## src/rtl/wb_openram_pkg.sv

```systemverilog
// Shared types and constants for the banked OpenRAM Wishbone bridge.
// Latency: none; it holds declarations only.
// Backpressure: not applicable.
//
// Contents: FSM state enum, Wishbone data/select widths, and the bank-index
// width helper used by the decoder and the top level.
package wb_openram_pkg;

    localparam int WB_DW   = 32;
    localparam int WB_SELW = 4;

    typedef enum logic [1:0] {
        IDLE   = 2'd0,
        ACCESS = 2'd1,
        WAIT   = 2'd2,
        RESP   = 2'd3
    } state_t;

    // A single bank still gets one index bit. The decoder requires that bit
    // to be 0 (bank < NUM_BANKS), so the decode matches a zero-width field.
    function automatic int bank_bits(input int n);
        return (n <= 1) ? 1 : $clog2(n);
    endfunction

endpackage

```

## src/rtl/wb_openram_banked_if.sv

```systemverilog
// Wishbone B4 classic bus bundle between the management SoC and the RAM bridge.
// Latency: none; it carries wires only.
// Backpressure: the slave stalls the master by withholding ack/err.
//
// Signals, named from the slave's point of view:
//   wbs_cyc_i, wbs_stb_i, wbs_we_i, wbs_sel_i[3:0], wbs_adr_i[31:0], wbs_dat_i[31:0]
//   wbs_ack_o, wbs_err_o, wbs_dat_o[31:0]
interface wb_openram_banked_if;
    import wb_openram_pkg::*;

    logic               wbs_cyc_i;
    logic               wbs_stb_i;
    logic               wbs_we_i;
    logic [WB_SELW-1:0] wbs_sel_i;
    logic [31:0]        wbs_adr_i;
    logic [WB_DW-1:0]   wbs_dat_i;
    logic               wbs_ack_o;
    logic               wbs_err_o;
    logic [WB_DW-1:0]   wbs_dat_o;

    modport master (
        output wbs_cyc_i, wbs_stb_i, wbs_we_i, wbs_sel_i, wbs_adr_i, wbs_dat_i,
        input  wbs_ack_o, wbs_err_o, wbs_dat_o
    );

    modport slave (
        input  wbs_cyc_i, wbs_stb_i, wbs_we_i, wbs_sel_i, wbs_adr_i, wbs_dat_i,
        output wbs_ack_o, wbs_err_o, wbs_dat_o
    );

endinterface

```

## src/rtl/wb_openram_bank_dec.sv

```systemverilog
// Combinational byte-address decoder producing {in_range, bank, word}.
// Latency: 0 cycles (purely combinational).
// Backpressure: none.
//
// Ports:
//   i_adr       byte address from the bus
//   o_in_range  address falls inside the RAM window and hits a populated bank
//   o_bank      bank index (the bits just above the word address)
//   o_word      word address within the bank
module wb_openram_bank_dec
    import wb_openram_pkg::*;
#(
    parameter logic [31:0] BASE_ADDR = 32'h3000_0000,
    parameter int          NUM_BANKS = 2,
    parameter int          BANK_AW   = 8,
    localparam int         BW        = bank_bits(NUM_BANKS)
) (
    input  logic [31:0]        i_adr,
    output logic               o_in_range,
    output logic [BW-1:0]      o_bank,
    output logic [BANK_AW-1:0] o_word
);

    localparam int          TAG_LSB = BANK_AW + 2 + BW;
    localparam logic [BW:0] NB      = (BW + 1)'(NUM_BANKS);

    logic w_tag_hit;
    logic w_unused_adr;

    assign o_word    = i_adr[BANK_AW+1:2];
    assign o_bank    = i_adr[TAG_LSB-1:BANK_AW+2];
    assign w_tag_hit = (i_adr[31:TAG_LSB] == BASE_ADDR[31:TAG_LSB]);

    // The bank-count test matters when NUM_BANKS is not a power of two.
    assign o_in_range = w_tag_hit && ({1'b0, o_bank} < NB);

    // Byte offset within the word plays no part in the decode.
    assign w_unused_adr = ^i_adr[1:0];

endmodule

```

## src/rtl/wb_openram_banked.sv

```systemverilog
// Wishbone B4 classic slave bridging the management bus to NUM_BANKS OpenRAM macros.
// Latency: write ack 2 cycles after stb, read ack 2+READ_LATENCY, out-of-range 1.
// Backpressure: one access at a time; the master waits for ack/err, and dropping cyc aborts.
//
// Ports:
//   wb_clk_i, wb_rst_ni  clock and asynchronous active-low reset
//   wbs                  Wishbone slave bus (wb_openram_banked_if.slave)
//   ram_csb_o            per-bank chip select, active low, asserted only in ACCESS
//   ram_web_o            write enable, active low; ram_wmask_o/ram_addr_o/ram_din_o are shared
//   ram_dout_i           concatenated bank read data, with bank 0 in the LSBs
// Build option: define WB_OPENRAM_ERR_EN to terminate out-of-range accesses with
// wbs_err_o. Otherwise they are acked, reads return 0 and writes are dropped.
module wb_openram_banked
    import wb_openram_pkg::*;
#(
    parameter logic [31:0] BASE_ADDR    = 32'h3000_0000,
    parameter int          NUM_BANKS    = 2,
    parameter int          BANK_AW      = 8,
    parameter int          READ_LATENCY = 1
) (
    input  logic                     wb_clk_i,
    input  logic                     wb_rst_ni,
    wb_openram_banked_if.slave       wbs,
    output logic [NUM_BANKS-1:0]     ram_csb_o,
    output logic                     ram_web_o,
    output logic [WB_SELW-1:0]       ram_wmask_o,
    output logic [BANK_AW-1:0]       ram_addr_o,
    output logic [WB_DW-1:0]         ram_din_o,
    input  logic [NUM_BANKS*WB_DW-1:0] ram_dout_i
);

    localparam int BW = bank_bits(NUM_BANKS);

    // Decode of the live bus address
    logic               w_dec_in_range;
    logic [BW-1:0]      w_dec_bank;
    logic [BANK_AW-1:0] w_dec_word;

    wb_openram_bank_dec #(
        .BASE_ADDR (BASE_ADDR),
        .NUM_BANKS (NUM_BANKS),
        .BANK_AW   (BANK_AW)
    ) u_dec (
        .i_adr      (wbs.wbs_adr_i),
        .o_in_range (w_dec_in_range),
        .o_bank     (w_dec_bank),
        .o_word     (w_dec_word)
    );

    // State and registered outputs
    state_t               r_state;
    logic [1:0]           r_cnt;
    logic [BW-1:0]        r_bank;
    logic                 r_we;
    logic [NUM_BANKS-1:0] r_csb;
    logic                 r_web;
    logic [WB_SELW-1:0]   r_wmask;
    logic [BANK_AW-1:0]   r_addr;
    logic [WB_DW-1:0]     r_din;
    logic                 r_ack;
    logic                 r_err;
    logic [WB_DW-1:0]     r_dat;

    state_t               w_state_nxt;
    logic [1:0]           w_cnt_nxt;
    logic [BW-1:0]        w_bank_nxt;
    logic                 w_we_nxt;
    logic [NUM_BANKS-1:0] w_csb_nxt;
    logic                 w_web_nxt;
    logic [WB_SELW-1:0]   w_wmask_nxt;
    logic [BANK_AW-1:0]   w_addr_nxt;
    logic [WB_DW-1:0]     w_din_nxt;
    logic                 w_ack_nxt;
    logic                 w_err_nxt;
    logic [WB_DW-1:0]     w_dat_nxt;
    logic [WB_DW-1:0]     w_dout_sel;

    // Read-data mux over the bank captured at request time
    always_comb begin
        w_dout_sel = '0;
        for (int b = 0; b < NUM_BANKS; b++) begin
            if (r_bank == BW'(b)) begin
                w_dout_sel = ram_dout_i[b*WB_DW +: WB_DW];
            end
        end
    end

    always_comb begin
        w_state_nxt = r_state;
        w_cnt_nxt   = r_cnt;
        w_bank_nxt  = r_bank;
        w_we_nxt    = r_we;
        w_csb_nxt   = '1;       // chip selects stay low for the ACCESS cycle only
        w_web_nxt   = 1'b1;
        w_wmask_nxt = '0;
        w_addr_nxt  = r_addr;
        w_din_nxt   = r_din;
        w_ack_nxt   = 1'b0;
        w_err_nxt   = 1'b0;
        w_dat_nxt   = r_dat;

        unique case (r_state)
            IDLE: begin
                if (wbs.wbs_cyc_i && wbs.wbs_stb_i) begin
                    w_we_nxt   = wbs.wbs_we_i;
                    w_bank_nxt = w_dec_bank;
                    if (w_dec_in_range) begin
                        for (int b = 0; b < NUM_BANKS; b++) begin
                            if (w_dec_bank == BW'(b)) begin
                                w_csb_nxt[b] = 1'b0;
                            end
                        end
                        w_web_nxt   = !wbs.wbs_we_i;
                        w_wmask_nxt = wbs.wbs_we_i ? wbs.wbs_sel_i : '0;
                        w_addr_nxt  = w_dec_word;
                        w_din_nxt   = wbs.wbs_dat_i;
                        w_state_nxt = ACCESS;
                    end else begin
                        w_state_nxt = RESP;
`ifdef WB_OPENRAM_ERR_EN
                        w_err_nxt   = 1'b1;
`else
                        w_ack_nxt   = 1'b1;
                        if (!wbs.wbs_we_i) begin
                            w_dat_nxt = '0;
                        end
`endif
                    end
                end
            end
            ACCESS: begin
                // The macro samples csb at the end of this cycle. An issued
                // write therefore completes even if the master aborts now.
                if (!wbs.wbs_cyc_i) begin
                    w_state_nxt = IDLE;
                end else if (r_we) begin
                    w_ack_nxt   = 1'b1;
                    w_state_nxt = RESP;
                end else begin
                    w_cnt_nxt   = 2'(READ_LATENCY - 1);
                    w_state_nxt = WAIT;
                end
            end
            WAIT: begin
                if (!wbs.wbs_cyc_i) begin
                    w_state_nxt = IDLE;
                end else if (r_cnt == 2'd0) begin
                    w_dat_nxt   = w_dout_sel;
                    w_ack_nxt   = 1'b1;
                    w_state_nxt = RESP;
                end else begin
                    w_cnt_nxt = r_cnt - 2'd1;
                end
            end
            RESP: begin
                w_state_nxt = IDLE;
            end
            default: begin
                w_state_nxt = IDLE;
            end
        endcase
    end

    always_ff @(posedge wb_clk_i or negedge wb_rst_ni) begin
        if (!wb_rst_ni) begin
            r_state <= IDLE;
            r_cnt   <= '0;
            r_bank  <= '0;
            r_we    <= 1'b0;
            r_csb   <= '1;
            r_web   <= 1'b1;
            r_wmask <= '0;
            r_addr  <= '0;
            r_din   <= '0;
            r_ack   <= 1'b0;
            r_err   <= 1'b0;
            r_dat   <= '0;
        end else begin
            r_state <= w_state_nxt;
            r_cnt   <= w_cnt_nxt;
            r_bank  <= w_bank_nxt;
            r_we    <= w_we_nxt;
            r_csb   <= w_csb_nxt;
            r_web   <= w_web_nxt;
            r_wmask <= w_wmask_nxt;
            r_addr  <= w_addr_nxt;
            r_din   <= w_din_nxt;
            r_ack   <= w_ack_nxt;
            r_err   <= w_err_nxt;
            r_dat   <= w_dat_nxt;
        end
    end

    assign ram_csb_o     = r_csb;
    assign ram_web_o     = r_web;
    assign ram_wmask_o   = r_wmask;
    assign ram_addr_o    = r_addr;
    assign ram_din_o     = r_din;
    assign wbs.wbs_ack_o = r_ack;
    // Without WB_OPENRAM_ERR_EN, r_err never leaves its reset value of 0.
    assign wbs.wbs_err_o = r_err;
    assign wbs.wbs_dat_o = r_dat;

endmodule

```

## src/flat_wrapper.sv

```systemverilog
// flat-port wrapper written by rule: the top's interface ports become plain ports
module wb_openram_banked_flat import wb_openram_pkg::*;
#(
    parameter logic [31:0] BASE_ADDR    = 32'h3000_0000,
    parameter int          NUM_BANKS    = 2,
    parameter int          BANK_AW      = 8,
    parameter int          READ_LATENCY = 1
)
  (wb_clk_i, wb_rst_ni, ram_csb_o, ram_web_o, ram_wmask_o, ram_addr_o, ram_din_o, ram_dout_i, wbs_wbs_cyc_i, wbs_wbs_stb_i, wbs_wbs_we_i, wbs_wbs_sel_i, wbs_wbs_adr_i, wbs_wbs_dat_i, wbs_wbs_ack_o, wbs_wbs_err_o, wbs_wbs_dat_o);
  wb_openram_banked_if wbs_i ();
  input  logic wb_clk_i;
  input  logic wb_rst_ni;
  output logic [NUM_BANKS-1:0] ram_csb_o;
  output logic ram_web_o;
  output logic [WB_SELW-1:0] ram_wmask_o;
  output logic [BANK_AW-1:0] ram_addr_o;
  output logic [WB_DW-1:0] ram_din_o;
  input  logic [NUM_BANKS*WB_DW-1:0] ram_dout_i;
  input wire logic [$bits(wbs_i.wbs_cyc_i)-1:0] wbs_wbs_cyc_i;
  input wire logic [$bits(wbs_i.wbs_stb_i)-1:0] wbs_wbs_stb_i;
  input wire logic [$bits(wbs_i.wbs_we_i)-1:0] wbs_wbs_we_i;
  input wire logic [$bits(wbs_i.wbs_sel_i)-1:0] wbs_wbs_sel_i;
  input wire logic [$bits(wbs_i.wbs_adr_i)-1:0] wbs_wbs_adr_i;
  input wire logic [$bits(wbs_i.wbs_dat_i)-1:0] wbs_wbs_dat_i;
  output wire logic [$bits(wbs_i.wbs_ack_o)-1:0] wbs_wbs_ack_o;
  output wire logic [$bits(wbs_i.wbs_err_o)-1:0] wbs_wbs_err_o;
  output wire logic [$bits(wbs_i.wbs_dat_o)-1:0] wbs_wbs_dat_o;
  assign wbs_i.wbs_cyc_i = wbs_wbs_cyc_i;
  assign wbs_i.wbs_stb_i = wbs_wbs_stb_i;
  assign wbs_i.wbs_we_i = wbs_wbs_we_i;
  assign wbs_i.wbs_sel_i = wbs_wbs_sel_i;
  assign wbs_i.wbs_adr_i = wbs_wbs_adr_i;
  assign wbs_i.wbs_dat_i = wbs_wbs_dat_i;
  assign wbs_wbs_ack_o = wbs_i.wbs_ack_o;
  assign wbs_wbs_err_o = wbs_i.wbs_err_o;
  assign wbs_wbs_dat_o = wbs_i.wbs_dat_o;
  wb_openram_banked #(.BASE_ADDR(BASE_ADDR), .NUM_BANKS(NUM_BANKS), .BANK_AW(BANK_AW), .READ_LATENCY(READ_LATENCY)) u_core (.wb_clk_i(wb_clk_i), .wb_rst_ni(wb_rst_ni), .wbs(wbs_i), .ram_csb_o(ram_csb_o), .ram_web_o(ram_web_o), .ram_wmask_o(ram_wmask_o), .ram_addr_o(ram_addr_o), .ram_din_o(ram_din_o), .ram_dout_i(ram_dout_i));
endmodule
```

## config.mk

```make
export PLATFORM = sky130hd
export DESIGN_NAME = wb_openram_banked_flat
export DESIGN_NICKNAME = d
export VERILOG_FILES = /design/src/rtl/wb_openram_pkg.sv /design/src/rtl/wb_openram_banked_if.sv /design/src/rtl/wb_openram_bank_dec.sv /design/src/rtl/wb_openram_banked.sv /design/src/flat_wrapper.sv
export SDC_FILE = /design/constraint.sdc
export NUM_CORES = 1
export LEC_CHECK = 0
export ABC_CLOCK_PERIOD_IN_PS = 3500
export CORE_UTILIZATION = 43
export CTS_CLUSTER_DIAMETER = 100
export CTS_CLUSTER_SIZE = 16
export DETAILED_ROUTE_END_ITERATION = 8
export PLACE_DENSITY = 0.87
export SYNTH_ARGS = -nofsm -noshare
export SYNTH_HDL_FRONTEND = slang
export SYNTH_SLANG_ARGS = --single-unit
```

## constraint.sdc

```tcl
create_clock -name wb_clk_i -period 3.5 [get_ports wb_clk_i]
set_input_delay 0.7 -clock wb_clk_i [delete_from_list [all_inputs] [get_ports wb_clk_i]]
set_output_delay 0.7 -clock wb_clk_i [all_outputs]
set_load 0.005 [all_outputs]
```

* Word level (Yosys, flattened, before mapping) *
Cells that the tools add are included.

cells by class
  $add $sub $neg = 1
  equality and inequality tests = 13
  mux-type cells = 38
  reduce and logical (&&, ||, !) cells = 11

operator list
  operator                                                                  count
  32-bit 2-to-1 mux                                                         6
  32-bit one-hot mux with 2 select lines                                    1
  2-bit 2-to-1 mux                                                          12
  21-bit by 19-bit equality test with 1-bit output (second input constant)  1
  4-bit 2-to-1 mux                                                          4
  1-bit 2-to-1 mux                                                          12
  2-bit inequality test (second input constant)                             6
  2-bit one-hot mux with 4 select lines                                     1
  6-bit AND reduction                                                       1
  5-bit AND reduction                                                       1
  2-bit equality test (second input constant)                               2
  2-bit logical NOT                                                         2
  2-bit by 1-bit inequality test with 1-bit output (second input constant)  2
  2-bit one-hot mux with 2 select lines                                     1
  2-bit AND reduction                                                       2
  2-bit nonzero test                                                        2
  3-bit by 2-bit inequality test with 1-bit output (second input constant)  1
  1-bit one-hot mux with 3 select lines                                     1
  3-bit AND reduction                                                       1
  2-bit by 1-bit equality test with 1-bit output (second input constant)    1
  2-bit by 1-bit subtractor with 2-bit output (second input constant)       1
  1-bit logical AND                                                         1
  1-bit logical NOT                                                         1

storage, ports and cells
  register bits after elaboration = 86
  input port bits = 137
  output and inout port bits = 81
  word-level logic and storage cells = 74

* Depth between registers and ports, before layout *
  depth in word-level cells = 4
  gate-level depth with buffers = 7
  depth with buffers taken out = 6

* Hierarchy *
A second synthesis with hierarchy kept.

unflattened totals
  cells, all modules = 358
  area total of the unflattened synthesis = 3857.4 um2

modules (own cells, without submodules)
  module               instances  cells an instance  area each (um2)  sequential area each (um2)
  wb_openram_banked    1          340                3721.1           2155.8
  wb_openram_bank_dec  1          18                 136.4            0.0

* Worst setup path before layout *
OpenSTA, ideal clock, no wires.

  path type = input to register
  start point = in wbs_wbs_adr_i[19]
  end point = reg u_core.r_din[19], in the netlist u_core.ram_din_o[19]
  library setup time = 0.127 ns
  arrival time = 2.009 ns
  required time = 3.373 ns
  path slack = 1.364 ns
  stages on the path = 6
  buffers on the path = 2
  cells stage by stage = nor4_1 nand3_1 nor3_1 buf_4 buf_4 mux2_1

on the way
  longest elaborated chain between the ends = 2

RTL lines
  element                                           RTL line                   RTL
  from (decl)                                       flat_wrapper.sv:23         input wire logic [$bits(wbs_i.wbs_adr_i)-1:0] wbs_wbs_adr_i;
  21-bit by 19-bit equality test with 1-bit output  wb_openram_bank_dec.sv:32  assign w_tag_hit = (i_adr[31:TAG_LSB] == BASE_ADDR[31:TAG_LSB]);
  3-bit AND reduction (no source line)              --
  to (signal assigned)                              wb_openram_banked.sv:187   r_din <= w_din_nxt;
  to (decl)                                         wb_openram_banked.sv:59    logic [WB_DW-1:0] r_din;

Every way passes these cells.
A chain may end at the register's enable or synchronous reset.

* Worst setup path in the final report *
  start point = reg u_core.r_state[0]
  end point = reg u_core.r_dat[16], in the netlist u_core.wbs.wbs_dat_o[16]

on the way
  longest elaborated chain between the ends = 3
  elaborated cells on any way between the ends = 10
  those cells by class = eq/ne (6); mux (1); reduce/logical (3)

RTL lines
  element                                                                                          RTL line                  RTL
  from (decl)                                                                                      wb_openram_banked.sv:51   state_t r_state;
  from (signal assigned)                                                                           wb_openram_banked.sv:179  r_state <= w_state_nxt;
  2-bit equality test / 2-bit logical NOT (equally long branches)                                  wb_openram_banked.sv:102  unique case (r_state)
  2-bit by 1-bit inequality test with 1-bit output (no source line), or another cell as far along  --
  6-bit AND reduction (no source line)                                                             --
  to (signal assigned)                                                                             wb_openram_banked.sv:190  r_dat <= w_dat_nxt;
  to (decl)                                                                                        wb_openram_banked.sv:62   logic [WB_DW-1:0] r_dat;

Parallel ways exist; a longest one is shown, timed or not.

==> flow_metrics.py <==
metrics = {
    "run_status": {
        "outcome": "completed",
    },
    "sta": {
        "final-hold-violation-count": 0,
        "fin_worst_skew_ns": 0.0141,
        "tightest_slew_ns": 1.06,
        "final.setup.tns_ns": 0,
        "drv_slew": 0,
        "min_period_ns": 2.69,
        "grt_setup_unrepaired": "false",
        "period_share_pct": 76.9,
        "setup_viol": 0,
        "timing.slew.headroom_pct": 29.5,
        "fmax_ghz": 0.371,
    },
    "global_routing": {
        "grt_pass1_wl_um": 16300,
        "grt_max_degree": 87,
        "antenna_found_initial": 0,
        "overflow": 0,
        "grt_pass1_vias": 3221,
        "grt.total_usage_pct": 21.1,
    },
    "synth": {
        "seq_area_frac_synth_pct": 52.2,
        "synth_fa_ha_area_share_pct": 1.82,
        "synth_xor_area_share_pct": 0,
        "avgSynthCellArea_um2": 13.7,
        "async_flop_share_pct": 100,
        "synthFlopType": "dfrtp_1",
        "syn_nets": 444,
        "synth_top_family_by_area": "multiplexers",
        "synth_simple_gate_area_share_pct": 8.70,
        "yosys-mux-area-fraction_pct": 31.0,
        "synth_edf_count": 0,
        "synth_compound_area_share_pct": 2.76,
        "syn-instance-count": 301,
        "yosysWarnings": 0,
        "synth_area_mm2": 0.00413,
        "synth-seq-cells": 86,
        "yosysUniqueCellTypes": 33,
    },
    "clocking": {
        "cts_resized": 0,
        "clockRootBuffer": "clkbuf_8",
        "clkSinkCount": 86,
        "cts_buffers": 9,
        "cts_tree": "done",
        "clock_path_buffers": 2,
        "clk_pin_slew_ns": 0.09,
        "hold_buffers": 0,
        "ctsHtreeMaxLevel": 3,
        "clk_latency_ns": 0.35,
        "cts_setup_buffers": 0,
    },
    "place": {
        "dp_hpwl_um": 7850,
        "gp_congestion": 0.811,
        "numPortBuffers": 214,
        "place.detailed.instances": 629,
    },
    "power_and_ir_drop": {
        "powerDensity_mw_per_mm2": 553,
        "power_leakage_nw": 2.95,
        "ir_drop_uv": 432,
    },
    "hold_path": {
        "min_path_type": "flip-flop to flip-flop",
        "hold-path-cell-count": 1,
        "min-delay-start": "u_core.ram_din_o[3]",
        "hold_end": "u_core.ram_din_o[3]",
    },
    "die": {
        "die_w_um": 100,
        "die-area_mm2": 0.00999,
        "start_util_pct": 44.4,
        "die_y_um": 100,
        "row_count": 35,
        "ios": 218,
        "coreArea_mm2": 0.00928,
    },
    "drt": {
        "totalWireLength_um": 10300,
        "drt-pass1-iter-count": 4,
        "antenna_left": 0,
        "wl_per_cell_um": 15.9,
        "vias_per_cell": 4.82,
        "vias": 3112,
        "first_iter_violations": 87,
        "drc": 0,
    },
    "finish": {
        "utilization_pct": 70.4,
        "final_layout_size_suffix_gt1_share_pct": 16.7,
        "antenna_cells": 0,
        "area_growth_pct": 58.3,
        "nets": 654,
        "final_cells": 645,
    },
    "setup_path": {
        "cp-start-kind": "flip-flop",
        "r2r_end": "u_core.wbs.wbs_dat_o[16]",
        "crit_required_ns": 3.74,
        "ff2ff_setup_slack_ns": 0.81,
        "cp-end-kind": "flip-flop",
        "crit_type": "flip-flop to flip-flop",
        "cp_data_arrival_time_ns": 2.93,
        "r2r-start": "u_core.r_state[0]",
        "cp_max_fo": 32,
        "ff2ff_path_depth": 6,
    },
    "run": {
        "max_cap_viol_count": 0,
    },
}
layout by cell type, fill, tap and decap left out, drive strengths merged:
cell,Yosys,final
clkdlybuf4s50,0,213
a31oi,1,1
dfstp,3,3
conb,1,1
mux2i,32,32
inv,5,9
nand2b,3,3
a22o,2,2
buf,13,4
nor2,3,3
o31ai,1,1
clkinv,0,3
ha,6,6
nor3,2,2
a22oi,1,1
nor4bb,1,1
nor4,3,3
o21bai,1,1
o21ai,4,4
clkbuf,5,9
mux2,75,75
nor2b,33,33
nand3,4,4
and3,4,4
nand2,7,7
o31a,1,1
or2,2,2
o211ai,1,1
a211oi,1,1
dfrtp,83,83
a21oi,3,3
how the worst max path moves through the flow:
stage / slack (ns) / end / cells after the start / from
final: 0.81 / u_core.wbs.wbs_dat_o[16] / 6 / u_core.r_state[0]
after global routing: 0.71 / u_core.wbs.wbs_dat_o[15] / 6 / u_core.r_state[0]
after global placement: 0.63 / u_core.wbs.wbs_dat_o[16] / 5 / wbs_wbs_we_i
after floorplan: 1.36 / u_core.ram_din_o[19] / 6 / wbs_wbs_adr_i[19]
after detailed placement: 0.62 / u_core.wbs.wbs_dat_o[16] / 5 / wbs_wbs_cyc_i
after CTS: 0.85 / u_core.wbs.wbs_dat_o[16] / 6 / u_core.r_state[0]
synthesized netlist by cell type (2+ instances only):
cell | number | share of area, %
nor3_1 | 2 | 0.24
nor2_1 | 3 | 0.27
buf_2 | 5 | 0.61
and3_1 | 4 | 0.61
nor2b_1 | 33 | 5.0
mux2_2 | 28 | 7.6
a22o_1 | 2 | 0.42
o21ai_0 | 4 | 0.49
nand3_1 | 4 | 0.49
mux2_4 | 30 | 11
mux2i_1 | 32 | 7.8
ha_1 | 6 | 1.8
buf_6 | 5 | 1.4
dfstp_2 | 3 | 1.9
a21oi_1 | 3 | 0.36
nor4_1 | 3 | 0.45
or2_2 | 2 | 0.30
mux2_1 | 17 | 4.6
nand2_1 | 7 | 0.64
buf_4 | 3 | 0.55
inv_1 | 5 | 0.45
nand2b_1 | 3 | 0.45
clkbuf_1 | 5 | 0.45
dfrtp_1 | 83 | 50
sequential cells by signal (all words and copies together), names as in the netlist, 2 cells and up:
signal and count:
u_core.ram_din_o 32, u_core.wbs.wbs_dat_o 32, u_core.ram_addr_o 8, u_core.ram_wmask_o 4, u_core.r_cnt 2, u_core.r_state 2
u_core.ram_csb_o 2
cells by family (layout without fill, tap and decap cells):
logic type / count (synthesis) / in the layout
simple gates: 62 / 62
mux: 107 / 107
fa+ha+maj: 6 / 6
buf+inv: 23 / 238
other cells: 1 / 1
flops: 86 / 86
compound gates: 16 / 16
where the power goes:
part | switching, mW | total, mW | internal [mW]
Combinational | 0.495 | 1.51 | 1.02
Sequential | 0.211 | 1.42 | 1.20
Clock | 0.402 | 0.683 | 0.282
Total | 1.11 | 3.61 | 2.50
cell type report:
class / instances / area (um2)
timing repair buffer: 217 / 2160
fill: 687 / 2750
sequential: 86 / 2160
tap: 129 / 161
clock inverter: 7 / 73.8
clock buffer: 9 / 124
inverter: 5 / 18.8
multi-input combinational: 192 / 1830
worst max-delay path, cell delays in order (launching register included):
cell and delay, ns:
dfrtp_1 0.42, inv_1 0.13, ha_1 0.54, o21ai_0 0.21, a211oi_1 0.27, o31a_4 0.60
mux2_2 0.40
routing by layer:
metal | GRT usage [%] | wire length [um] | up-vias
met4 | 5.20 | 113 | 0
met1 | 25.0 | 4100 | 1514
met3 | 4.94 | 612 | 10
li1 | - | - | 1476
met2 | 38.7 | 5440 | 112
met5 | 0 | 0 | -
per-stage QoR:
step | total power, mW | hold WS (ns) | setup WS, ns | area [um2]
after floorplan | 2.27 | 0.404 | 1.36 | 4130
after global placement | 2.91 | 0.466 | 0.628 | 6330
after detailed placement | 2.96 | 0.474 | 0.624 | 6330
after CTS | 3.66 | 0.497 | 0.854 | 6530
after global routing | 3.82 | 0.511 | 0.705 | 6530
final | 3.61 | 0.493 | 0.808 | 6530
Note: power is estimated with default switching activity, not from simulation.
